## config.mk

```make
export PLATFORM = sky130hd
export DESIGN_NAME = lsu_byte_master
export DESIGN_NICKNAME = d
export VERILOG_FILES = /design/src/rtl/lsu_byte_master.sv
export SDC_FILE = /design/constraint.sdc
export NUM_CORES = 1
export LEC_CHECK = 0
export CORE_ASPECT_RATIO = 1.25
export CORE_MARGIN = 10
export CORE_UTILIZATION = 55
export DETAILED_ROUTE_END_ITERATION = 7
export DONT_BUFFER_PORTS = 1
export PLACE_DENSITY = 0.71
export SETUP_SLACK_MARGIN = 0.1
export SLEW_MARGIN = 20
export SYNTH_ARGS = -nofsm -noshare
export SYNTH_HDL_FRONTEND = slang
export SYNTH_SLANG_ARGS = --single-unit
```

## constraint.sdc

```tcl
create_clock -name clk -period 2.4 [get_ports clk]
set_input_delay 0.48 -clock clk [delete_from_list [all_inputs] [get_ports clk]]
set_output_delay 0.48 -clock clk [all_outputs]
set_load 0.01 [all_outputs]
```

## src/rtl/lsu_byte_master.sv

```systemverilog
// Load/store initiator: serialises lb/lh/lw/lbu/lhu/sb/sh/sw requests into
// little-endian single-byte memory accesses and returns extended load data.
module lsu_byte_master #(
   parameter int unsigned AW = 8
) (
   input  logic          clk,
   input  logic          rst,
   input  logic          req_valid,
   output logic          req_ready,
   input  logic          is_store,
   input  logic [2:0]    func3,
   input  logic [AW-1:0] addr,
   input  logic [31:0]   wdata,
   output logic          done,
   output logic          err,
   output logic [31:0]   rdata,
   output logic [AW-1:0] mem_addr,
   output logic          mem_re,
   output logic          mem_we,
   output logic [7:0]    mem_wdata,
   input  logic [7:0]    mem_rdata
);

   typedef enum logic [1:0] {StIdle, StXfer, StDone} state_e;

   state_e        state_q, state_d;
   logic [1:0]    cnt_q, cnt_d;
   logic          store_q, store_d;
   logic [2:0]    f3_q, f3_d;
   logic [AW-1:0] addr_q, addr_d;
   logic [31:0]   wdata_q, wdata_d;
   logic [31:0]   asm_q, asm_d;
   logic [31:0]   rdata_q, rdata_d;
   logic          err_q, err_d;

   logic          legal;
   logic [1:0]    last_cnt;
   logic [31:0]   ext;

   // Load forms are legal either way; unsigned forms only exist for loads.
   always_comb begin
      legal = 1'b0;
      unique case (func3)
         3'b000, 3'b001, 3'b010: legal = 1'b1;
         3'b100, 3'b101:         legal = ~is_store;
         default:                legal = 1'b0;
      endcase
   end

   always_comb begin
      last_cnt = 2'd3;
      unique case (f3_q[1:0])
         2'b00:   last_cnt = 2'd0;
         2'b01:   last_cnt = 2'd1;
         default: last_cnt = 2'd3;
      endcase
   end

   always_comb begin
      state_d = state_q;
      cnt_d   = cnt_q;
      store_d = store_q;
      f3_d    = f3_q;
      addr_d  = addr_q;
      wdata_d = wdata_q;
      asm_d   = asm_q;
      rdata_d = rdata_q;
      err_d   = err_q;
      ext     = 32'd0;
      unique case (state_q)
         StIdle: begin
            if (req_valid) begin
               store_d = is_store;
               f3_d    = func3;
               addr_d  = addr;
               wdata_d = wdata;
               cnt_d   = 2'd0;
               asm_d   = 32'd0;
               if (legal) begin
                  err_d   = 1'b0;
                  state_d = StXfer;
               end else begin
                  err_d   = 1'b1;
                  rdata_d = 32'd0;
                  state_d = StDone;
               end
            end
         end
         StXfer: begin
            if (!store_q) begin
               asm_d[8*cnt_q +: 8] = mem_rdata;
            end
            // Extension works on the merged value so the last byte is included.
            unique case (f3_q)
               3'b000:  ext = {{24{asm_d[7]}}, asm_d[7:0]};
               3'b001:  ext = {{16{asm_d[15]}}, asm_d[15:0]};
               3'b100:  ext = {24'd0, asm_d[7:0]};
               3'b101:  ext = {16'd0, asm_d[15:0]};
               default: ext = asm_d;
            endcase
            if (cnt_q == last_cnt) begin
               state_d = StDone;
               if (!store_q) begin
                  rdata_d = ext;
               end
            end else begin
               cnt_d = cnt_q + 2'd1;
            end
         end
         StDone: begin
            state_d = StIdle;
         end
         default: begin
            state_d = StIdle;
         end
      endcase
   end

   always_ff @(posedge clk or negedge rst) begin
      if (!rst) begin
         state_q <= StIdle;
         cnt_q   <= 2'd0;
         store_q <= 1'b0;
         f3_q    <= 3'd0;
         addr_q  <= '0;
         wdata_q <= 32'd0;
         asm_q   <= 32'd0;
         rdata_q <= 32'd0;
         err_q   <= 1'b0;
      end else begin
         state_q <= state_d;
         cnt_q   <= cnt_d;
         store_q <= store_d;
         f3_q    <= f3_d;
         addr_q  <= addr_d;
         wdata_q <= wdata_d;
         asm_q   <= asm_d;
         rdata_q <= rdata_d;
         err_q   <= err_d;
      end
   end

   always_comb begin
      req_ready = (state_q == StIdle);
      done      = (state_q == StDone);
      err       = (state_q == StDone) & err_q;
      rdata     = rdata_q;
      mem_re    = (state_q == StXfer) & ~store_q;
      mem_we    = (state_q == StXfer) & store_q;
      mem_addr  = '0;
      mem_wdata = 8'd0;
      if (state_q == StXfer) begin
         mem_addr = addr_q + AW'(cnt_q);
      end
      if (mem_we) begin
         mem_wdata = wdata_q[8*cnt_q +: 8];
      end
   end

endmodule
```

==> reports/metrics.yaml <==
clock_tree:
  cts-root-buf: "clkbuf_16"
  cts_max_path_buffers: 2
  clk_latency_ns: 0.41
  cts_max_level: 4
  cts_made_buffers: 17
  path_clk_slew_ns: 0.05
  tritoncts: "yes"
  cts.sinks: 113
timing:
  skew_ns: 0.008886
  hold_violations: 113
  relSlewSlack: 0.4746
  final-max-slew-violation-count: 0
  fin_tns_setup_ns: 0
  rsz0062_at_grt: "true"
  fin_crit_ns: 2.296
  whs_ns: -0.2372
  setup_violations: 0
  layout_worst_path_cycle_share: 0.9566
  fmax_mhz: 435.6
  worst_pin_slew_ns: 0.7809
route:
  ant_nets: 0
  routed_via_density: 5.982
  dr_total_vias: 4020
  drc_errors: 0
  wire_per_inst_um: 20.23
  first_pass_iters: 4
  dr.first_iter.drc_count: 260
  drt_wl_total_um: 13600
layout:
  final_cell_area_um2: 6364
  nFillCells: 801
  seq_area_um2: 2831
  num_antenna_cells: 0
  area_growth_syn_to_layout_pct: 13.93
  multi_input_area_um2: 2482
  drive_gt1_frac: 0.1786
  final_util: 0.6361
  nNetsFinal: 593
synthesis:
  ys_top_cells_by_count: "142 x nand2_1, 113 x dfrtp_1, 40 x a22o_1"
  ys_types: 58
  synth-main-ff-cell: "dfrtp_1"
  syn_avg_cell_area_um2: 10.32
  netlist_area_um2: 5585
  netlist_instances: 541
  async_flop_share: 1.000
  synthTopCellsByArea: "dfrtp_1 51%, nand2_1 9.5%, a22o_1 6.3%"
  ys_ff_latch: 113
  ys_warn_count: 0
  synth_edf_count: 0
  yosysSeqAreaShare: 0.5063
  synth_area_leader_cell: "dfrtp_1"
  yosysMostFrequentCell: "nand2_1"
  syn_nets: 604
  synth_top_area_frac: 0.5063
floorplan:
  start_util: 0.5583
  pin_count: 108
  dieHeight_um: 132.7
  dieArea_um2: 14610
  core_area_um2: 10000
  fp.dieW_um: 110.1
  core.rowCount: 41
critical_path:
  reg2reg_slack_ns: 0.21
  r2r_end: "rdata[31]"
  end_kind: "primary output"
  critPathKind: "register to primary output"
  reg2reg_from: "cnt_q[1]"
  cp.arrival_ns: 1.82
  reg2reg_depth: 7
  crit_fanout: 3
  start_kind: "register"
  required_ns: 1.92
grt:
  grt_max_degree: 114
  grt_use_total: 0.1912
  overflow: 0
  first_global_vias: 4275
  antenna_found_initial: 0
  grt_pass1_wl_um: 21960
placement:
  dpl-instance-area_um2: 5644
  hpwlAfterDp_um: 9422
  place_congestion: 0.8348
  portBuffers: 0
power:
  p_total_mw: 8.590
  leakagePower_nw: 2.969
  power_density_nw_per_um2: 1350
  irDropWorstVdd_mv: 0.8402
run_status:
  violations: "negative hold slack"
  status: "finished, violations left"
flow_run:
  maxCapViolations: 0
worst_hold_path:
  hold_class: "primary input to asynchronous set/reset pin"
==> cell usage in the layout (no fill, tap or decap), drive strengths merged, types with 10 or more instances in the layout <==
cell	instances
nor2	14
clkbuf	22
buf	20
dfrtp	113
nand3	10
a21oi	10
nand2b	10
inv	19
a22o	40
a221oi	16
nand2	143
and3	12
o32ai	16
==> how the worst max path moves through the flow <==
stage,from,to,depth (start not counted)
after floorplan,cnt_q[1],rdata[17],8
after global placement,cnt_q[0],rdata[11],7
after detailed placement,cnt_q[0],rdata[31],6
after CTS,cnt_q[0],mem_wdata[0],3
after global routing,cnt_q[0],mem_addr[4],5
final,cnt_q[0],mem_addr[6],5
==> metal layers <==
metal | track usage | routed length, um | vias to the layer above
li1 | - | - | 1887
met1 | 0.2186 | 5253 | 1994
met2 | 0.3089 | 6901 | 125
met3 | 0.07434 | 1252 | 14
met4 | 0.08011 | 189 | 0
met5 | 0 | 0 | -
==> layout make-up <==
class,instances,area share
Multi-Input combinational cell,357,0.3901
Timing Repair Buffer,20,0.02615
Inverter,21,0.01298
Clock buffer,22,0.07609
Clock inverter,10,0.02438
Tap cell,129,0.02536
Sequential cell,113,0.4449
==> per-stage QoR <==
step,setup slack [ns],std cells
floorplan,0.1192,541
global placement,0.3581,636
detailed placement,0.2558,636
CTS,0.07832,671
global route,0.05376,672
finish,0.1041,672
==> state kept, by name (all words and copies together), names as in the netlist <==
name     cells
state_q      2
rdata       32
wdata_q     32
err_q        1
asm_q       32
store_q      1
cnt_q        2
f3_q         3
addr_q       8
==> cells by family after synthesis <==
logic type / after synthesis / share of synthesized area
AO/OA/AOI/OAI: 110 / 0.1747
XOR/XNOR: 6 / 0.009409
adder cells (fa/ha/maj): 8 / 0.01926
buffers and inverters: 71 / 0.05936
flip-flops: 113 / 0.5063
multiplexers: 16 / 0.04973
AND/OR/NAND/NOR: 217 / 0.1812
==> power breakdown <==
group | switching (mW) | internal (mW)
clock network | 0.865 | 1.84
registers | 0.498 | 2.47
logic | 1.71 | 1.21
total | 3.08 | 5.52
==> critical path, stage by stage, from the launching register on <==
cell	delay (ns)
dfrtp_2	0.42
ha_2	0.22
fa_2	0.39
nand3_1	0.11
xor2_1	0.17
nor2_1	0.10
==> timing repair <==
action                                  CTS  global route
endpoints found under the setup margin   16            34
pin swaps                                 1             2
hold endpoints to repair                113           113
buffers inserted                          3             1
gates resized for setup                   6             8
Power figures use the tool's default switching activity.
